## src/rtl/hsiao_ecc_dec_wrap_pipe.sv

```systemverilog
// ============================================================================
// Module   : hsiao_ecc_dec_wrap_pipe (plus leaf hsiao_ecc_dec)
// Purpose  : Read-side ECC wrapper for the cache data/tag SRAMs. It decodes
//            ASSOC ways in parallel. Each way is a SIZE_ECC-bit word made of
//            DIVISIONS Hsiao SECDED codewords. The decoded data and per-way
//            error flags go out through one registered valid/ready stage.
//            The block also keeps a sticky fatal flag and optional error
//            counters.
// Code     : Each block codeword is {check[R-1:0], data[K-1:0]}.
//            - The check bits are the unit columns of H.
//            - Data bit j uses the j-th odd-weight (>=3) R-bit vector, taking
//              these vectors in ascending numeric order.
//            - Even-weight (>=2) vectors are used only when there are not
//              enough odd-weight ones (tiny K).
// Ports    : clk_i, rst_ni (async, active low)
//            valid_i/ready_o/data_i   - codeword beat in
//            valid_o/ready_i/data_o   - corrected beat out
//            single_err_o/double_err_o - per-way flags, qualified by valid_o
//            fatal_o, clear_i          - sticky uncorrectable flag and its clear
//            cnt_single_o/cnt_double_o - saturating beat counters
// Config   : HSIAO_DEC_ERR_CNT_EN enables the counters. When it is undefined,
//            both counter outputs read 0.
// Revision : 1.0 - initial release
// ============================================================================
`default_nettype none

module hsiao_ecc_dec #(
    parameter int K = 32,
    parameter int R = 7
) (
    input  logic [K+R-1:0] cw_i,
    output logic [K-1:0]   data_o,
    output logic [1:0]     err_o
);

    function automatic logic [R-1:0] col_of(input int idx);
        logic [R-1:0] v;
        int           n;
        int           w;
        col_of = '0;
        n      = 0;
        for (int pass = 0; pass < 2; pass++) begin
            for (int x = 1; x < (1 << R); x++) begin
                v = x[R-1:0];
                w = $countones(v);
                if ((pass == 0 && w[0] && w >= 3) || (pass == 1 && !w[0] && w >= 2)) begin
                    if (n == idx) col_of = v;
                    n++;
                end
            end
        end
    endfunction

    logic [R-1:0] w_cols [K];
    logic [R-1:0] w_syn;
    logic [R-1:0] w_unit;
    logic         w_hit;

    for (genvar j = 0; j < K; j++) begin : g_col
        localparam logic [R-1:0] COL = col_of(j);
        assign w_cols[j] = COL;
    end

    always_comb begin
        w_syn  = cw_i[K+R-1:K];
        data_o = cw_i[K-1:0];
        w_hit  = 1'b0;
        w_unit = '0;
        for (int j = 0; j < K; j++) begin
            if (cw_i[j]) w_syn = w_syn ^ w_cols[j];
        end
        for (int j = 0; j < K; j++) begin
            if (w_syn == w_cols[j]) begin
                data_o[j] = ~cw_i[j];
                w_hit     = 1'b1;
            end
        end
        // A syndrome equal to a unit vector is a flipped check bit.
        // The data is already correct in that case.
        for (int p = 0; p < R; p++) begin
            w_unit    = '0;
            w_unit[p] = 1'b1;
            if (w_syn == w_unit) w_hit = 1'b1;
        end
        err_o[0] = w_hit;
        err_o[1] = (w_syn != '0) && !w_hit;
    end

endmodule

module hsiao_ecc_dec_wrap_pipe #(
    parameter int DIVISIONS = 1,
    parameter int ASSOC     = 1,
    parameter int SIZE      = 1,
    parameter int CNT_WIDTH = 16
) (
    input  logic                                                            clk_i,
    input  logic                                                            rst_ni,
    input  logic                                                            valid_i,
    output logic                                                            ready_o,
    input  logic [ASSOC-1:0][(SIZE/DIVISIONS+$clog2(SIZE/DIVISIONS)+2)*DIVISIONS-1:0] data_i,
    output logic                                                            valid_o,
    input  logic                                                            ready_i,
    output logic [ASSOC-1:0][SIZE-1:0]                                      data_o,
    output logic [ASSOC-1:0]                                                single_err_o,
    output logic [ASSOC-1:0]                                                double_err_o,
    output logic                                                            fatal_o,
    input  logic                                                            clear_i,
    output logic [CNT_WIDTH-1:0]                                            cnt_single_o,
    output logic [CNT_WIDTH-1:0]                                            cnt_double_o
);

    localparam int BLOCK_SIZE     = SIZE / DIVISIONS;
    localparam int PAR_BITS       = $clog2(BLOCK_SIZE) + 2;
    localparam int BLOCK_SIZE_ECC = BLOCK_SIZE + PAR_BITS;

    logic [ASSOC-1:0][SIZE-1:0] w_dec_data;
    logic [ASSOC-1:0]           w_single;
    logic [ASSOC-1:0]           w_double;
    logic                       w_accept;

    logic                       valid_q;
    logic [ASSOC-1:0][SIZE-1:0] data_q;
    logic [ASSOC-1:0]           single_q;
    logic [ASSOC-1:0]           double_q;
    logic                       fatal_q;
    logic                       fatal_d;

    for (genvar i = 0; i < ASSOC; i++) begin : g_way
        logic [DIVISIONS-1:0] w_e0;
        logic [DIVISIONS-1:0] w_e1;
        for (genvar j = 0; j < DIVISIONS; j++) begin : g_blk
            logic [1:0] w_err;
            hsiao_ecc_dec #(
                .K (BLOCK_SIZE),
                .R (PAR_BITS)
            ) u_dec (
                .cw_i   (data_i[i][j*BLOCK_SIZE_ECC +: BLOCK_SIZE_ECC]),
                .data_o (w_dec_data[i][j*BLOCK_SIZE +: BLOCK_SIZE]),
                .err_o  (w_err)
            );
            assign w_e0[j] = w_err[0];
            assign w_e1[j] = w_err[1];
        end
        assign w_single[i] = |w_e0;
        assign w_double[i] = |w_e1;
    end

    // A single output register. Ready stays high whenever the register is
    // empty or draining this cycle, so a full-rate stream moves with no
    // bubble.
    assign ready_o  = !valid_q || ready_i;
    assign w_accept = valid_i && ready_o;

    always_ff @(posedge clk_i or negedge rst_ni) begin
        if (!rst_ni) begin
            valid_q  <= 1'b0;
            data_q   <= '0;
            single_q <= '0;
            double_q <= '0;
        end else if (w_accept) begin
            valid_q  <= 1'b1;
            data_q   <= w_dec_data;
            single_q <= w_single;
            double_q <= w_double;
        end else if (ready_i) begin
            valid_q  <= 1'b0;
        end
    end

    // If clear and a new error arrive in the same cycle, clear wins and the
    // error event is dropped.
    always_comb begin
        fatal_d = fatal_q;
        if (clear_i) begin
            fatal_d = 1'b0;
        end else if (w_accept && |w_double) begin
            fatal_d = 1'b1;
        end
    end

    always_ff @(posedge clk_i or negedge rst_ni) begin
        if (!rst_ni) begin
            fatal_q <= 1'b0;
        end else begin
            fatal_q <= fatal_d;
        end
    end

`ifdef HSIAO_DEC_ERR_CNT_EN
    logic [CNT_WIDTH-1:0] cnt_single_q;
    logic [CNT_WIDTH-1:0] cnt_double_q;
    logic [CNT_WIDTH-1:0] cnt_single_d;
    logic [CNT_WIDTH-1:0] cnt_double_d;

    always_comb begin
        cnt_single_d = cnt_single_q;
        cnt_double_d = cnt_double_q;
        if (clear_i) begin
            cnt_single_d = '0;
            cnt_double_d = '0;
        end else if (w_accept) begin
            if (|w_single && cnt_single_q != '1) cnt_single_d = cnt_single_q + 1'b1;
            if (|w_double && cnt_double_q != '1) cnt_double_d = cnt_double_q + 1'b1;
        end
    end

    always_ff @(posedge clk_i or negedge rst_ni) begin
        if (!rst_ni) begin
            cnt_single_q <= '0;
            cnt_double_q <= '0;
        end else begin
            cnt_single_q <= cnt_single_d;
            cnt_double_q <= cnt_double_d;
        end
    end

    assign cnt_single_o = cnt_single_q;
    assign cnt_double_o = cnt_double_q;
`else
    assign cnt_single_o = '0;
    assign cnt_double_o = '0;
`endif

    assign valid_o      = valid_q;
    assign data_o       = data_q;
    assign single_err_o = single_q;
    assign double_err_o = double_q;
    assign fatal_o      = fatal_q;

endmodule

`default_nettype wire

```

## config.mk

```make
export PLATFORM = sky130hd
export DESIGN_NAME = hsiao_ecc_dec_wrap_pipe
export DESIGN_NICKNAME = d
export VERILOG_FILES = /design/src/rtl/hsiao_ecc_dec_wrap_pipe.sv
export SDC_FILE = /design/constraint.sdc
export NUM_CORES = 1
export LEC_CHECK = 0
export BUFFER_PORTS_ARGS = -buffer_cell sky130_fd_sc_hd__buf_2
export CORE_AREA = 2 2 39 41
export CTS_CLUSTER_SIZE = 10
export DETAILED_ROUTE_END_ITERATION = 10
export DIE_AREA = 0 0 41 43
export PLACE_DENSITY = 0.77
export SYNTH_ARGS = -nofsm -noshare
export SYNTH_HDL_FRONTEND = slang
export SYNTH_SLANG_ARGS = --single-unit
export TNS_END_PERCENT = 5
```

## constraint.sdc

```tcl
create_clock -name clk_i -period 1.95 [get_ports clk_i]
set_input_delay 0.39 -clock clk_i [delete_from_list [all_inputs] [get_ports clk_i]]
set_output_delay 0.39 -clock clk_i [all_outputs]
set_load 0.02 [all_outputs]
```

=== Yosys cells after proc, flatten, opt, wreduce, memory -nomap -nowiden ===
Index checks and enable logic that the tools add are counted.
W data, S select, Z words.

* Muxes and demuxes: 9
* Reduce and logical (&&, ||, !) cells: 9
* Bitwise operators: 2
* Eq/ne operators: 3

{| class="wikitable"
|+ Operator list
! kind !! count
|-
| $mux W1 || 8
|-
| $reduce_bool A2 Y1 || 3
|-
| $eq A2 B2 Y1 const B || 2
|-
| $logic_and A1 B1 Y1 || 3
|-
| $eq A2 B1 Y1 const B || 1
|-
| $logic_not A1 Y1 || 2
|-
| $mux W2 || 1
|-
| $not A2 Y2 || 1
|-
| $logic_or A1 B1 Y1 || 1
|-
| $not A1 Y1 || 1
|}

* Bits in registers: 5
* Bits of input ports: 8
* Logic and storage cells: 28
* Output and inout port bits: 38

=== Longest topological paths before layout ===
Gate-level depths: netlist of run 1.

* Depth in word-level cells: 11
* Gate-level depth with buffers: 3
* Mapped depth without buffers: 3

=== Hierarchy ===
Synthesis of run 1 repeated with hierarchy kept, for this count alone.

* Cell total of the unflattened synthesis: 53
* Area, all modules: 501.7 um^2

{| class="wikitable"
|+ By module, submodules not included
! module !! area an instance (um^2) !! sequential area each (um^2) !! cells an instance !! times used
|-
| hsiao_ecc_dec_wrap_pipe || 456.7 || 125.1 || 46 || 1
|-
| hsiao_ecc_dec || 45.0 || 0.0 || 7 || 1
|}

=== Worst setup path before layout of run 1 ===
Ideal clock, no wire load.

* Kind: input -> register
* Start point: input port ready_i
* End point: register data_q (netlist: data_o)
* Buffers on the path: 0
* Data required time: 1.825 ns
* Arrival: 1.069 ns
* Cell stages on the path: 3
* Slack: 0.756 ns
* Library setup time: 0.125 ns
* Path through: nand2b_2 -> nand2_1 -> mux2_2

* Cells in the longest elaborated chain, start to end: 2

{| class="wikitable"
|+ Ends and longest elaborated chain
! what !! line !! RTL
|-
| start, declared || 103 || <nowiki>input logic ready_i,</nowiki>
|-
| $logic_or A1 B1 Y1 || 152 || <nowiki>assign ready_o = !valid_q || ready_i;</nowiki>
|-
| $logic_and A1 B1 Y1 || 153 || <nowiki>assign w_accept = valid_i && ready_o;</nowiki>
|-
| end signal, assigned || 163 || <nowiki>data_q <= w_dec_data;</nowiki>
|-
| end, declared || 123 || <nowiki>logic [ASSOC-1:0][SIZE-1:0] data_q;</nowiki>
|}

Every way passes these cells.
A chain may end at the register's enable or synchronous reset.

=== Worst setup path in the final report of run 1 ===
* Start point: register valid_q (netlist: valid_o)
* End point: output port ready_o

* Cells in the longest elaborated chain, start to end: 2

{| class="wikitable"
|+ Ends and longest elaborated chain
! what !! line !! RTL
|-
| start, declared || 122 || <nowiki>logic valid_q;</nowiki>
|-
| start signal, assigned || 157 || <nowiki>valid_q <= 1'b0;</nowiki>
|-
| start signal, assigned || 162 || <nowiki>valid_q <= 1'b1;</nowiki>
|-
| start signal, assigned || 167 || <nowiki>valid_q <= 1'b0;</nowiki>
|-
| $logic_not A1 Y1 || 152 ||
|-
| $logic_or A1 B1 Y1 || 152 ||
|-
| end, declared || 100 || <nowiki>output logic ready_o,</nowiki>
|}

Every way passes these cells.

==> results of run 1 <==
-- worst min-delay path by stage --
stage	start	slack [ns]	endpoint	cells after the start
after global placement	rst_ni	0.20	fatal_o	1
after floorplan	rst_ni	0.09	data_o	0
final	clear_i	0.29	fatal_o	2
after detailed placement	rst_ni	0.21	fatal_o	1
after global routing	clear_i	0.29	fatal_o	2
after CTS	clear_i	0.29	fatal_o	2
-- power by group through the flow --
stage / logic (W) / registers (W) / clock network (W)
2_1_floorplan: 0.000118 / 0.000128 / 0
3_3_place_gp: 0.0000998 / 0.000118 / 0
3_5_place_dp: 0.000101 / 0.000118 / 0
4_1_cts: 0.000103 / 0.000116 / 0.000124
5_1_grt: 0.000113 / 0.000117 / 0.000135
6_report: 0.000104 / 0.000116 / 0.000121
-- sequential cells by signal (all words and copies together) (netlist names) --
name,flops
valid_o,1
single_err_o,1
data_o,1
fatal_o,1
double_err_o,1
-- synth_stat cells --
master    number
and2_1         1
and3_2         1
conb_1         1
dfrtp_1        5
nand2b_1       1
buf_4         32
nor2_1         1
nand2b_2       1
mux2_2         2
nor3_1         1
maj3_2         1
nand2_1        1
nor2b_1        1
-- metal layers --
layer | GRT usage | wire length, um
met1 | 0.0682 | 193
met2 | 0.0625 | 257
met3 | 0.0942 | 118
met4 | 0.0400 | 0
met5 | 0 | 0
-- per-stage QoR --
step	util	hold slack [ns]	cell area [sq um]	worst slack [ns]	std cells
finish	0.324	0.292	448	0.677	82
global route	0.324	0.293	448	0.635	82
CTS	0.324	0.292	448	0.675	82
detailed placement	0.297	0.210	412	0.690	77
global placement	0.297	0.204	412	0.731	77
floorplan	-	0.0944	567	0.756	80
-- layout make-up --
type                       count  area share
multi-input combinational     43       0.450
timing repair buffer          14       0.168
clock buffer                   4      0.0587
sequential                     5       0.279
tap                           16      0.0447
-- kinds of logic (layout without fill, tap and decap cells) --
kind of cell,after synthesis,count (layout)
flip-flops,5,5
multiplexers,2,2
adder cells (fa/ha/maj),1,1
buffers and inverters,32,18
AND/OR/NAND/NOR,8,8
other,1,32
-- cell usage in the layout (no fill, tap or decap), types with 2 or more instances in the layout --
cell,n
conb_1,32
buf_2,13
dfrtp_1,5
clkbuf_4,3
mux2_2,2
==> run summary, run 1 <==
Outcome: complete, no violations
Number of I/O port buffers: 13
Initial DRT Pass Iterations: 3
Max_cap viols: 0
Crit path kind: flip-flop to primary output
Crit path to: ready_o
Multiplexer share of the synthesized area: 0.0500
Switching part of the total power: 0.377
Min-delay worst type: input port to flip-flop
Largest family of logic cells by synthesized area: buffers and inverters
Largest net degree at the start of global routing: 6
TritonCTS clock tree: built
Maximum clock frequency: 786 MHz
Final Hold Fails: 0
Total track usage: 0.0655
Synthesized instance count: 49
Critical Path Max Stage Delay: 0.38 ns
Yosys warns: 0
Post-synthesis sequential area ratio: 0.278
Io pins: 46
Synthesis-to-finish area growth: -0.555%
TritonCTS Buffers: 3
Final Max Tran Viols: 0
Critical path capture point type: primary output
Count of final setup violators: 0
Worst EP required: 1.56 ns
WL/cell: 6.93 um
Internal: 0.000212 W
PwrDens: 760 nW/um^2
Routed Antenna Nets: 0
Pleak: 0.268 nW
R2R setup slack: 0.93 ns
Multi-input logic area: 201 sq um
CTS Root Buffer Type: clkbuf_4
TritonCTS Sinks: 5
Total wire length: 568 um
H-tree depth: 1
Comb pwr share: 0.304
Pwr Total: 0.000340 W
Final period util: 0.653
Die area: 1760 sq um
Detailed-placement wirelength estimate: 471 um
CTS Buffer Depth: 2
Reg area: 125 sq um
Crit path arrival time: 0.88 ns
Final min period: 1.27 ns
Slowest cell on crit path: dfrtp_1
Clk pwr share: 0.355
Worst path depth: 2
Die Width: 41 um
Avg Cell Area, Syn: 9.19 sq um
Die height: 43 um
Cell Area, Synth: 450 sq um
# rows: 14
Nets@finish: 75
Worst reg2reg startpoint: valid_o
PostCTS Resize Cnt: 0
Area share of the largest cell type after synthesis: 0.533
Leading area contributor after synthesis: buf_4
Number of global-route vias before repair: 148
Clock skew: 0.00185 ns
Total negative slack: 0 ns
First-pass GRT wire length: 634 um
Grt ovf: 0
Synth top area cells: buf_4, dfrtp_1, mux2_2
Xor and xnor area share after synthesis: 0
Worst-Skew Late Latency: 0.24 ns
Hold buffer count at CTS: 1
Peak supply drop: 379 uV
Fillers: 151
Critical path peak fanout: 3
ANT cells: 0
Crit path max-delay family: flip-flops
Vias: 266
Clock slew at reported path FFs: 0.04 ns
RSZ-0062 raised after global routing: false
Starting Density: 0.325
Buffers and inverters on the worst path: 1
Count of cell types in the netlist: 13
Seq cells post-synth: 5
Sw power: 0.000128 W
Drc violations: 0
Post-DR vias/cell: 3.24
CP startpoint: valid_o
Core Region: 1380 sq um
Initial antenna violation count: 0
Startpoint Class: flip-flop
Postcts setup bufs: 0
Simple-Gate Fraction of Synth Area: 0.106
R2R cell count: 3
Compound-Gate Fraction of Synth Area: 0
First DRT Iteration DRCs: 2
Worst path cell trace: nand2b_2, buf_2
Reg power frac: 0.340
Layout cells sized above 1: 0.318
Synthesized-area fraction occupied by adder cells: 0.0250
RePlAce Congestion: 0.584
Worst r2r dst: single_err_o
No activity file was read; power rests on OpenSTA's default activity.
==> run 2, diff against run 1 <==
- ABC_AREA: default -> 1
- CORE_AREA: 2 2 39 41 -> default
- CORE_MARGIN: default -> 2
- CORE_UTILIZATION: default -> 34
- DIE_AREA: 0 0 41 43 -> default
- clock period: 1.95 -> 1.2 ns (I/O delays scaled with it)
==> run summary, run 2 <==
Outcome: complete, no violations
Post-synthesis sequential area ratio: 0.270 (-0.00751)
Count of cell types in the netlist: 9 (-4)
Synth top area cells: buf_4, dfrtp_1, nor2_1
Startpoint Class: flip-flop
Yosys warns: 0 (unchanged)
Vias: 305 (+15%)
EDFF count, synth: 0 (unchanged)
Pleak: 0.290 nW (+8.3%)
Leading area contributor after synthesis: buf_4
Ys flop type: dfrtp_1
Grt ovf: 0 (unchanged)
Top-count cell post-synth: buf_4
Total track usage: 0.0878 (+0.0224)
TritonCTS Buffers: 3 (unchanged)
Die Width: 40.9 um (-0.24%)
Crit path kind: flip-flop to primary output
Most Crowded Layer GR: met2
First DRT Iteration DRCs: 1 (-1)
Final Max Tran Viols: 0 (unchanged)
Grt met3 use: 0.0978 (+0.00359)
R2R cell count: 4 (+1)
Internal: 0.000340 W (+60%)
Crit path arrival time: 0.90 ns (+0.02 ns)
Starting Density: 0.360 (+0.0348)
TritonCTS Sinks: 5 (unchanged)
# rows: 13 (-1)
Synthesis-to-finish area growth: 0.270%
Asr flop ratio synth: 1.00 (unchanged)
Commonest cells after routing, fill and taps aside: conb_1, buf_2, nor2_1
Die area: 1670 sq um (-5.1%)
TritonCTS clock tree: built
Initial antenna violation count: 0 (unchanged)
WL/cell: 6.39 um (-7.8%)
Clk pwr share: 0.359 (+0.004)
Drc violations: 0 (unchanged)
First-pass GRT wire length: 855 um (+35%)
Fillers: 154 (+2.0%)
Count of final setup violators: 0 (unchanged)
Final min period: 1.14 ns
Maximum clock frequency: 878 MHz
Area share of the largest cell type after synthesis: 0.519 (-0.0144)
Clock skew: 0.00115 ns (-0.000702 ns)
Final period util: 0.949
Max_cap viols: 0 (unchanged)
Final Hold Fails: 0 (unchanged)
Met2 Resource Use GR: 0.121 (+0.0586)
Die height: 40.9 um (-4.9%)
Cell depth of the worst hold path: 2 (unchanged)
RePlAce Congestion: 0.694 (+19%)
Routed Antenna Nets: 0 (unchanged)
Layout cells sized above 1: 0.244 (-0.0746)
Min-delay worst type: input port to flip-flop
Worst EP required: 0.96 ns (-0.60 ns)
CTS Buffer Depth: 2 (unchanged)
Met1 GRT Util: 0.0855 (+0.0173)
RSZ-0062 raised after global routing: false
Post-DR vias/cell: 3.28 (+1.1%)
Avg Cell Area, Syn: 7.59 sq um (-17%)
Commonest cells in the netlist: buf_4, nor2_1, dfrtp_1
Total wire length: 594 um (+4.6%)
ANT cells: 0 (unchanged)
Commonest non-fill, non-tap cell in the layout: conb_1
Reg power frac: 0.337 (-0.003)
Switching part of the total power: 0.391 (+0.0140)
Sw power: 0.000219 W (+70%)
Number of global-route vias before repair: 217 (+47%)
Critical path capture point type: primary output
Comb pwr share: 0.304 (about the same)
PwrDens: 1200 nW/um^2 (+58%)
Layout Utilization: 0.361 (+0.0376)
Critical path peak fanout: 4 (+1)
Number of I/O port buffers: 13 (unchanged)
Nets@finish: 87 (+16%)
Cell Area, Synth: 463 sq um (+2.8%)
Seq cells post-synth: 5 (unchanged)
Initial DRT Pass Iterations: 4 (+1)
Clock slew at reported path FFs: 0.04 ns (about the same)
Io pins: 46 (unchanged)
Total negative slack: 0 ns (unchanged)
Peak supply drop: 551 uV (+46%)
Detailed-placement wirelength estimate: 504 um (+6.8%)
Core Region: 1280 sq um (-7.1%)
Largest net degree at the start of global routing: 6 (unchanged)
H-tree depth: 1 (unchanged)
CTS Root Buffer Type: clkbuf_4
Worst-Skew Late Latency: 0.25 ns (about the same)
Synthesized instance count: 61 (+24%)
## run 2: cell count changes in the layout (fill, tap and decap cells not counted), moves of 2 or more
cell     change
nand3_1      +2
mux2_2       -2
nand2_1      +2
nor2_1      +10
inv_1        +4
## run 2: cells by family after synthesis
group / count (synthesis) / synth area share
buffers and inverters: 37 / 0.559
AND/OR/NAND/NOR: 17 / 0.143
flip-flops: 5 / 0.270
AO/OA/AOI/OAI: 1 / 0.0189
other: 1 / 0.00810
## run 2: what timing repair did
item,CTS,global route
endpoints found under the setup margin,1,1
endpoints found under the hold margin,5,0
setup buffers,0,0
hold buffers,1,0
gates resized for setup,1,1
## run 2: layer usage
layer / share of wire / wire length, um
met5: 0 / 0
met4: 0 / 0
met3: 0.20 / 119
met2: 0.41 / 243
met1: 0.39 / 231
## run 2: final timing paths
kind	from	endpoint	slack [ns]
worst max register to register	valid_o	single_err_o	0.37
min in group asynchronous	rst_ni	single_err_o	0.34
max in group asynchronous	rst_ni	valid_o	0.73
worst min-delay path	clear_i	fatal_o	0.14
worst max-delay path	valid_o	ready_o	0.06
worst min register to register	double_err_o	double_err_o	0.49
## run 2: worst max-delay path, stage by stage, from the launching register on
cell,delay (ns)
dfrtp_1,0.40
nand2_2,0.11
buf_4,0.14
## run 2: layout make-up
cell class | count | area (sq um) | area share
clock buffers | 4 | 26.3 | 0.0566
inverters | 5 | 18.8 | 0.0404
multi-input cells | 50 | 198 | 0.426
flip-flops and latches | 5 | 125 | 0.270
well taps | 15 | 18.8 | 0.0404
repair buffers | 14 | 77.6 | 0.167
## run 2: power by group through the flow
stage	clock network (W)	logic (W)	registers, W
floorplan	0	0.000195	0.000206
global placement	0	0.000164	0.000190
detailed placement	0	0.000164	0.000191
CTS	0.000211	0.000168	0.000188
global route	0.000232	0.000190	0.000190
finish	0.000200	0.000170	0.000188
## run 2: through the flow
step / instance area, sq um / std cells / hold slack, ns / power (W) / setup WS (ns)
finish: 464 / 93 / 0.144 / 0.000559 / 0.0614
global route: 464 / 93 / 0.137 / 0.000613 / 0.00527
CTS: 462 / 93 / 0.139 / 0.000568 / 0.0174
detailed placement: 423 / 88 / 0.0625 / 0.000355 / 0.272
global placement: 423 / 88 / 0.0576 / 0.000354 / 0.285
floorplan: 579 / 92 / -0.0556 / 0.000400 / 0.156
==> run 3, diff against run 2 <==
- BUFFER_PORTS_ARGS: -buffer_cell sky130_fd_sc_hd__buf_2 -> -buffer_cell sky130_fd_sc_hd__clkbuf_2
- CORE_MARGIN: 2 -> 4
==> run summary, run 3 (synthesized netlist as in run 2, its figures left out) <==
Worst reg2reg startpoint: valid_o
Crit path arrival time: 0.89 ns (about the same)
Critical path capture point type: primary output
Startpoint Class: flip-flop
Pleak: 0.296 nW (+2.0%)
CP startpoint: valid_o
Total negative slack: 0 ns (unchanged)
Number of I/O port buffers: 13 (unchanged)
Hold wc startpoint: clear_i
Die height: 44.9 um (+9.8%)
Nets@finish: 88 (+1.1%)
Core Region: 1280 sq um (unchanged)
Io pins: 46 (unchanged)
Commonest cells after routing, fill and taps aside: conb_1, clkbuf_2, nor2_1
Vias: 299 (-2.0%)
Final min period: 1.13 ns (-0.00983 ns)
CTS Buffer Depth: 2 (unchanged)
Detailed-placement wirelength estimate: 599 um (+19%)
Maximum clock frequency: 886 MHz (+0.87%)
Total wire length: 702 um (+18%)
Peak supply drop: 316 uV (-43%)
Synthesis-to-finish area growth: 1.89%
TritonCTS Sinks: 5 (unchanged)
Clock skew: 0.00179 ns (+0.000648 ns)
Number of global-route vias before repair: 205 (-5.5%)
TritonCTS clock tree: built
Initial antenna violation count: 0 (unchanged)
Final Max Tran Viols: 0 (unchanged)
Largest net degree at the start of global routing: 6 (unchanged)
H-tree depth: 1 (unchanged)
Drc violations: 0 (unchanged)
Hold_ws: 0.148 ns (+0.00388 ns)
R2R setup slack: 0.29 ns (-0.08 ns)
PwrDens: 1180 nW/um^2 (-2.3%)
Worst EP required: 0.96 ns (about the same)
TritonCTS Buffers: 3 (unchanged)
Die area: 2020 sq um (+21%)
Grt ovf: 0 (unchanged)
Clock slew at reported path FFs: 0.04 ns (about the same)
Starting Density: 0.360 (unchanged)
Routed Antenna Nets: 0 (unchanged)
Commonest non-fill, non-tap cell in the layout: conb_1
# rows: 13 (unchanged)
First DRT Iteration DRCs: 1 (unchanged)
Initial DRT Pass Iterations: 2 (-2)
RSZ-0062 raised after global routing: false
Worst-Skew Late Latency: 0.24 ns (about the same)
Crit path kind: flip-flop to primary output
Final period util: 0.941 (-0.00819)
Max_cap viols: 0 (unchanged)
Critical path peak fanout: 3 (-1)
Die Width: 44.9 um (+9.8%)
Layout cells sized above 1: 0.253 (+0.00957)
Fillers: 154 (unchanged)
Outcome: complete, no violations
Count of final setup violators: 0 (unchanged)
RePlAce Congestion: 0.697 (+0.50%)
Final Hold Fails: 0 (unchanged)
First-pass GRT wire length: 800 um (-6.4%)
WL/cell: 7.47 um (+17%)
ANT cells: 0 (unchanged)
CTS Root Buffer Type: clkbuf_4
Total track usage: 0.0634 (-0.0245)
Post-DR vias/cell: 3.18 (-3.0%)
Min-delay worst type: input port to flip-flop
==> run 3: cell count changes in the layout (fill, tap and decap cells not counted) <==
cell      delta
clkbuf_2    +12
clkbuf_4     +1
buf_2       -12
==> run 3: metrics by stage <==
step	utilization	power [W]	instance area, sq um	setup slack [ns]	instances
4_1_cts	0.361	0.000560	464	0.0168	93
2_1_floorplan	-	0.000400	579	0.156	92
3_5_place_dp	0.329	0.000356	423	0.250	88
5_1_grt	0.367	0.000592	472	0.0227	94
3_3_place_gp	0.329	0.000355	423	0.279	88
6_report	0.367	0.000555	472	0.0712	94
==> run 3: path summary, 6_finish.rpt <==
kind | cells past startpoint | endpoint
max in group asynchronous | 2 | single_err_o
worst max-delay path | 2 | ready_o
worst max register to register | 5 | single_err_o
min in group asynchronous | 2 | fatal_o
worst min register to register | 2 | fatal_o
worst min-delay path | 2 | fatal_o
==> run 3: layout make-up <==
type	instances	area [sq um]	area share
multi-input cells	50	198	0.419
flip-flops and latches	5	125	0.265
repair buffers	15	85.1	0.180
clock buffers	4	26.3	0.0557
inverters	5	18.8	0.0398
well taps	15	18.8	0.0398
==> run 3: routing by layer <==
layer | wire length [um] | vias up | global-route usage
met5 | 0 | - | 0
met4 | 0 | 0 | 0.0526
met3 | 156 | 0 | 0.0558
met2 | 275 | 28 | 0.0774
met1 | 270 | 120 | 0.0660
li1 | - | 151 | -
==> run 3: report_power, final <==
group	switching [W]	leakage [nW]	internal (W)
Clock	0.0000651	0.0150	0.000125
Combinational	0.000140	0.220	0.0000352
Sequential	0.00000783	0.0604	0.000181
Total	0.000213	0.296	0.000342
==> run 3: worst max-delay path, stage by stage (launching register included) <==
cell	delay (ns)
dfrtp_1	0.41
nand2_2	0.08
clkbuf_4	0.16
==> run 3: what timing repair did <==
action	CTS	global route
setup endpoints to repair	1	1
setup buffers	0	1
hold endpoints to repair	5	0
pin swaps	0	1
hold buffers	1	0
gates resized for setup	2	0
